**config.mk**
```make
export PLATFORM = sky130hd
export DESIGN_NAME = rv32_core
export DESIGN_NICKNAME = d
export VERILOG_FILES = /design/src/rtl/rv32_core.sv
export SDC_FILE = /design/constraint.sdc
export NUM_CORES = 1
export LEC_CHECK = 0
export ABC_AREA = 1
export BUFFER_PORTS_ARGS = -buffer_cell sky130_fd_sc_hd__buf_2
export CAP_MARGIN = 15
export CORE_MARGIN = 8
export CORE_UTILIZATION = 37
export DETAILED_ROUTE_END_ITERATION = 10
export GPL_TIMING_DRIVEN = 0
export PLACE_DENSITY = 0.91
export SLEW_MARGIN = 20
export SYNTH_ARGS = -nofsm -noshare
export SYNTH_HDL_FRONTEND = slang
export SYNTH_SLANG_ARGS = --single-unit
```
**constraint.sdc**
```tcl
create_clock -name clk -period 3 [get_ports clk]
set_input_delay 0.15 -clock clk [delete_from_list [all_inputs] [get_ports clk]]
set_output_delay 0.15 -clock clk [all_outputs]
set_load 0.01 [all_outputs]
```
**src/rtl/rv32_core.sv**
```systemverilog
// Single-cycle RV32I ALU-subset core: fetch, decode, execute and write back in one clock.
// Define CORE_SHIFT_EN to build SLL/SRL/SRA (and immediate forms); otherwise those encodings are NOPs.

module rv32_regfile #(
    parameter int unsigned XLEN = 32
) (
    input  logic            clk,
    input  logic            we_i,
    input  logic [4:0]      waddr_i,
    input  logic [XLEN-1:0] wdata_i,
    input  logic [4:0]      raddr_a_i,
    input  logic [4:0]      raddr_b_i,
    output logic [XLEN-1:0] rdata_a_c_o,
    output logic [XLEN-1:0] rdata_b_c_o
);

    // Storage is deliberately not reset so externally preloaded contents survive reset.
    logic [XLEN-1:0] REGS [0:31];

    always_ff @(posedge clk) begin
        if (we_i && (waddr_i != 5'd0)) begin
            REGS[waddr_i] <= wdata_i;
        end
    end

    assign rdata_a_c_o = (raddr_a_i == 5'd0) ? '0 : REGS[raddr_a_i];
    assign rdata_b_c_o = (raddr_b_i == 5'd0) ? '0 : REGS[raddr_b_i];

endmodule

module rv32_core #(
    parameter int unsigned INST_W      = 32,
    parameter int unsigned INST_ADDR_W = 10,
    parameter int unsigned XLEN        = 32
) (
    input  logic                   clk,
    input  logic                   rst_n,
    input  logic                   en,
    input  logic [INST_W-1:0]      progmem_data,
    output logic [INST_ADDR_W-1:0] progmem_addr
);

    localparam logic [6:0] OPCODE_ALUR = 7'b0110011;
    localparam logic [6:0] OPCODE_ALUI = 7'b0010011;
    localparam logic [6:0] OPCODE_LUI  = 7'b0110111;

    logic [INST_ADDR_W-1:0] pc_q, pc_d;
    logic [INST_W-1:0]      inst;
    logic [6:0]             opcode;
    logic [4:0]             rd, rs1, rs2;
    logic [2:0]             funct3;
    logic [XLEN-1:0]        imm, op_a, op_b, rs2_data;
    logic [XLEN-1:0]        result_c;
    logic                   wr_en_c;
    logic                   is_alu, is_alui;

    assign inst    = progmem_data;
    assign opcode  = inst[6:0];
    assign rd      = inst[11:7];
    assign funct3  = inst[14:12];
    assign rs1     = inst[19:15];
    assign rs2     = inst[24:20];
    assign imm     = XLEN'($signed(inst[31:20]));
    assign is_alui = (opcode == OPCODE_ALUI);
    assign is_alu  = (opcode == OPCODE_ALUR) || is_alui;
    assign op_b    = is_alui ? imm : rs2_data;

    rv32_regfile #(.XLEN(XLEN)) regfile (
        .clk         (clk),
        .we_i        (wr_en_c && en),
        .waddr_i     (rd),
        .wdata_i     (result_c),
        .raddr_a_i   (rs1),
        .raddr_b_i   (rs2),
        .rdata_a_c_o (op_a),
        .rdata_b_c_o (rs2_data)
    );

    // Execute: result and write enable; unsupported encodings leave wr_en_c low.
    always_comb begin
        result_c = '0;
        wr_en_c  = 1'b0;
        if (is_alu) begin
            case (funct3)
                3'b000: begin
                    // Only the register form subtracts; inst[30] in ADDI is an immediate bit.
                    result_c = (!is_alui && inst[30]) ? (op_a - op_b) : (op_a + op_b);
                    wr_en_c  = 1'b1;
                end
                3'b111: begin
                    result_c = op_a & op_b;
                    wr_en_c  = 1'b1;
                end
                3'b110: begin
                    result_c = op_a | op_b;
                    wr_en_c  = 1'b1;
                end
                3'b100: begin
                    result_c = op_a ^ op_b;
                    wr_en_c  = 1'b1;
                end
                3'b010: begin
                    result_c = XLEN'($signed(op_a) < $signed(op_b));
                    wr_en_c  = 1'b1;
                end
                3'b011: begin
                    result_c = XLEN'(op_a < op_b);
                    wr_en_c  = 1'b1;
                end
`ifdef CORE_SHIFT_EN
                3'b001: begin
                    result_c = op_a << op_b[4:0];
                    wr_en_c  = 1'b1;
                end
                3'b101: begin
                    result_c = inst[30] ? XLEN'($signed(op_a) >>> op_b[4:0])
                                        : (op_a >> op_b[4:0]);
                    wr_en_c  = 1'b1;
                end
`endif
                default: begin
                    result_c = '0;
                    wr_en_c  = 1'b0;
                end
            endcase
        end else if (opcode == OPCODE_LUI) begin
            result_c = XLEN'({inst[31:12], 12'b0});
            wr_en_c  = 1'b1;
        end
    end

    // PC advances one word per enabled cycle, wrapping naturally.
    always_comb begin
        pc_d = pc_q;
        if (en) begin
            pc_d = pc_q + INST_ADDR_W'(1);
        end
    end

    always_ff @(posedge clk or negedge rst_n) begin
        if (!rst_n) begin
            pc_q <= '0;
        end else begin
            pc_q <= pc_d;
        end
    end

    assign progmem_addr = pc_q;

endmodule

```
# Word level (Yosys, flattened, before mapping)
# Index checks and enable logic that the tools add are counted.
# word_totals
ff_bits	10
input_bits	35
out_inout_bits	10
elab_cells	2
# op_classes
n_addsub	1
# op_table
op	count
adder 10 x 1 -> 10 bit (second input constant)	1

# Longest topological paths before layout
# logic_depth
word_depth	1
ltp_mapped	7
depth_no_buf	7

# Worst setup path after synthesis
# No wires, ideal clock.
# synth_timing
path_kind	register -> register
start	reg pc_q[0], in the netlist progmem_addr[0]
end	reg pc_q[6], in the netlist progmem_addr[6]
setup_time_ns	0.126
arrival_ns	0.977
required_ns	2.874
setup_slack_ns	1.896
stages_incl_launch_ff	6
n_path_buf	0
period_less_slack_ns	1.104
cell_sequence	dfrtp_1 > ha_1 > nand2_2 > nor2_4 > nand2_1 > xnor2_1
# synth_between
elab_chain_cells	1
# synth_lines
element	line_no	rtl
from (decl)	47	logic [INST_ADDR_W-1:0] pc_q, pc_d;
from (signal assigned)	144	pc_q <= pc_d;
adder 10 x 1 -> 10 bit	136	pc_d = pc_q + INST_ADDR_W'(1);
# Every way passes these cells.
# A chain may end at the register's enable or synchronous reset.

# Worst setup path after layout
# Same ends and word-level chain as after synthesis.

==> impl_table.tex <==
\begin{tabular}{lr}
\hline
Metric & Value \\
\hline
\multicolumn{2}{l}{\textbf{Status}} \\
Status & complete, no violations \\
\multicolumn{2}{l}{\textbf{Clock tree}} \\
Number of sinks driven by the clock tree & 10 \\
Count of buffers added by post-CTS timing repair for setup & 0 \\
CTS tree & done \\
Clock latency at the later pin of the worst-skew pair & $\sim$0.26 ns \\
H-tree level count & 1 \\
Cell at the root of the clock tree & sky130\_fd\_sc\_hd\_\_clkbuf\_4 \\
Clock transition time at the flip-flop clock pins of the worst setup and hold paths & roughly 0.06 ns \\
Number of buffers added by the clock tree synthesis step & 3 \\
Maximum buffer depth of the clock tree & 2 \\
\multicolumn{2}{l}{\textbf{Setup path}} \\
Kind of start point of the critical path & flop \\
Flop-to-flop setup slack & 1.89 ns \\
Worst R2R Path Depth & 5 \\
Class of the most critical setup path & flop to flop \\
Worst-path fanout max & 5 \\
Crit path from & progmem\_addr[0]\$\_DFFE\_PN0P\_ \\
Last element of the critical path & progmem\_addr[6]\$\_DFFE\_PN0P\_ \\
Capturing point of the worst reg2reg path & progmem\_addr[6]\$\_DFFE\_PN0P\_ \\
Required arrival time at the worst endpoint & 3.15 ns \\
Kind of capture point of the worst setup path & flop \\
CP arrival & between 1 and 1.5 ns \\
Reg-to-reg critical path startpoint & progmem\_addr[0]\$\_DFFE\_PN0P\_ \\
\multicolumn{2}{l}{\textbf{Global route}} \\
Via count of the first global-routing pass & 399 \\
Largest net degree at the start of global routing & 11 \\
Global router's overall resource usage & roughly 8.2\% \\
Antenna violations before repair & 0 \\
Total gr overflow & 0 \\
First-pass GRT wire length & 1.64 mm \\
\multicolumn{2}{l}{\textbf{Cells and area}} \\
Final antenna diode count & 0 \\
Final core area utilization & between 40\% and 50\% \\
Finished layout cell area & 606 um2 \\
Area occupied by multi-input gates & 210 um2 \\
Most common cell after layout, fill and taps aside & sky130\_fd\_sc\_hd\_\_nand2\_1 \\
Largest register FFs & 10 \\
Sequential cell area & 250 um2 \\
Area growth from synthesis to layout & 22.5\% \\
Number of filler instances in the final layout & 118 \\
Number of nets in the layout & 110 \\
Fraction of layout instances using a drive strength above 1 & 26.4\% \\
Leading cell types in the layout, fill and taps excluded & sky130\_fd\_sc\_hd\_\_nand2\_1, sky130\_fd\_sc\_hd\_\_buf\_2, sky130\_fd\_sc\_hd\_\_dfrtp\_1 \\
\multicolumn{2}{l}{\textbf{Placement}} \\
Placement-stage cell area & 573 um2 \\
HPWL after detailed placement & 784 um \\
RD Place Congestion & 0.814 \\
Port Buffers & 12 \\
Pre-CTS setup slack & approximately 1.9 ns \\
\multicolumn{2}{l}{\textbf{Logic synthesis}} \\
Flops \& latches, synth & 10 \\
Yosys cell types & 14 \\
Share of the yosys chip area belonging to registers & 50.6\% \\
Net count after synthesis & 92 \\
Post-Syn Area per Cell & 8.83 um2 \\
Synth Cell Area & 494 um2 \\
Synthesized instance count & 56 \\
Total of warnings raised by yosys & 0 \\
\multicolumn{2}{l}{\textbf{Power and ir drop}} \\
Pwr dens & slightly below 900 nW/um2 \\
Share of power burned in the clock network & 16.6\% \\
Worst IR Drop VDD & 456 uV \\
Share of power burned in combinational logic & between 30\% and 40\% \\
Relative contribution of sequential cells to total power & 46.1\% \\
Post-layout total power & 0.000527 W \\
Internal power component & 0.000316 W \\
Switching part of the total & 40.0\% \\
Leakage power & about 0.33 nW \\
Sw Pwr & 0.000211 W \\
\multicolumn{2}{l}{\textbf{Detailed routing}} \\
DRT Pass-1 Iters & 5 \\
Remaining antenna violation count & 0 \\
Detailed-routing wirelength on met1 & 396 um \\
Uppermost layer routed & met4 \\
Drt total wl & 1.01 mm \\
Met3 Routed Length & $\sim$68 um \\
Via count & just over 400 \\
Via density & 4.64 \\
Total DRC errors in the routed layout & 0 \\
Post-detailed-route wirelength per cell & 11.6 um \\
Number of design-rule violations left by the first detailed-router iteration & 12 \\
Met2 wire len & around 530 um \\
\multicolumn{2}{l}{\textbf{STA}} \\
Relative slew margins & 84.3\% \\
Transition time at the pin with the least slew margin & 0.235 ns \\
RSZ-0062 raised after global routing & false \\
Setup violation total in the final timing report & 0 \\
Fin worst setup slack & 1.89 ns \\
Largest clock skew in the final design & 0.00582 ns \\
Highest Clock Rate & $\sim$900 MHz \\
Period minus WS final & 1.11 ns \\
Max-slew violation total from the final report & 0 \\
Final Cycle Share & 37.0\% \\
Hold Violations, Final & 0 \\
Fin Setup TNS & 0 ns \\
\multicolumn{2}{l}{\textbf{Run}} \\
Max-cap violations & 0 \\
\multicolumn{2}{l}{\textbf{Die}} \\
Die height & 52.5 um \\
Top-Level Pins & between 40 and 50 \\
Number of placement rows & 13 \\
Die outline width & 52.5 um \\
Die outline area & 2760 um2 \\
Placeable core region & 1270 um2 \\
Initial Utilization & 39.0\% \\
\multicolumn{2}{l}{\textbf{Min path}} \\
Type of the tightest min-delay check & primary input to flop \\
\hline
\end{tabular}
worst min path at each step:
stage / from / to / slack (ns) / cells after the start
finish: en / progmem_addr[0]$_DFFE_PN0P_ / 0.16 / 2
global route: en / progmem_addr[0]$_DFFE_PN0P_ / 0.17 / 2
global placement: rst_n / progmem_addr[0]$_DFFE_PN0P_ / 0.02 / 1
floorplan: rst_n / progmem_addr[0]$_DFFE_PN0P_ / -0.15 / 0
CTS: en / progmem_addr[0]$_DFFE_PN0P_ / 0.16 / 2
detailed placement: rst_n / progmem_addr[9]$_DFFE_PN0P_ / 0.02 / 1
power groups by stage:
stage / sequential (W) / combinational [W] / clock (W)
final: 0.000243 / 0.000197 / 0.0000877
after global routing: 0.000252 / 0.000216 / 0.0000979
after CTS: 0.000242 / 0.000201 / 0.0000920
after detailed placement: 0.000242 / 0.000200 / 0
after global placement: 0.000242 / 0.000189 / 0
after floorplan: 0.000260 / 0.000101 / 0
through the flow:
step                hold WS (ns)  instances
floorplan                 -0.146         56
global placement          0.0161         83
detailed placement        0.0226         83
CTS                        0.156         87
global route               0.170         87
finish                     0.164         87
logic make-up after synthesis:
family	count (synthesis)	share of synthesized area, %
AND/OR/NAND/NOR	29	27.1
flip-flops	10	50.6
buffers and inverters	9	6.83
XOR/XNOR	6	10.6
multiplexers	1	2.28
adder cells (fa/ha/maj)	1	2.53
synth_stat cells:
cell type | number | area share, %
sky130_fd_sc_hd__inv_1 | 9 | 6.8
sky130_fd_sc_hd__ha_1 | 1 | 2.5
sky130_fd_sc_hd__nand3_1 | 5 | 5.1
sky130_fd_sc_hd__nand2_1 | 16 | 12
sky130_fd_sc_hd__nand3b_1 | 1 | 1.5
sky130_fd_sc_hd__xnor2_1 | 1 | 1.8
sky130_fd_sc_hd__mux2_2 | 1 | 2.3
sky130_fd_sc_hd__nand2_2 | 1 | 1.3
sky130_fd_sc_hd__dfrtp_1 | 10 | 51
sky130_fd_sc_hd__nor2_2 | 1 | 1.3
sky130_fd_sc_hd__nor2_4 | 1 | 2.3
sky130_fd_sc_hd__nor2_1 | 3 | 2.3
sky130_fd_sc_hd__nand4_1 | 1 | 1.3
sky130_fd_sc_hd__xor2_1 | 5 | 8.9
layer usage:
layer | global-route usage (%) | vias up
met4 | 3.88 | 0
met2 | 14.0 | 9
met5 | 0 | -
met1 | 7.36 | 190
li1 | - | 203
met3 | 5.11 | 2
layout make-up:
class | count | area share (%)
Tap cell | 15 | 3.10
Clock buffer | 3 | 3.72
Sequential cell | 10 | 41.3
Inverter | 9 | 5.58
Multi-Input combinational cell | 37 | 34.7
Timing Repair Buffer | 13 | 11.6
worst max-delay path, cell delays in order (launching register included):
cell and delay, ns:
sky130_fd_sc_hd__dfrtp_1 0.41, sky130_fd_sc_hd__ha_1 0.19, sky130_fd_sc_hd__nand2_2 0.08, sky130_fd_sc_hd__nor2_4 0.13
sky130_fd_sc_hd__nand2_1 0.08, sky130_fd_sc_hd__xnor2_1 0.12
timing repair:
| action | CTS | global route |
|---|---|---|
| endpoints found under the hold margin | 10 | 0 |
| hold buffers | 1 | 0 |
| resized for setup | 0 | 0 |
| endpoints found under the setup margin | 0 | 0 |
Power figures use the tool's default switching activity.
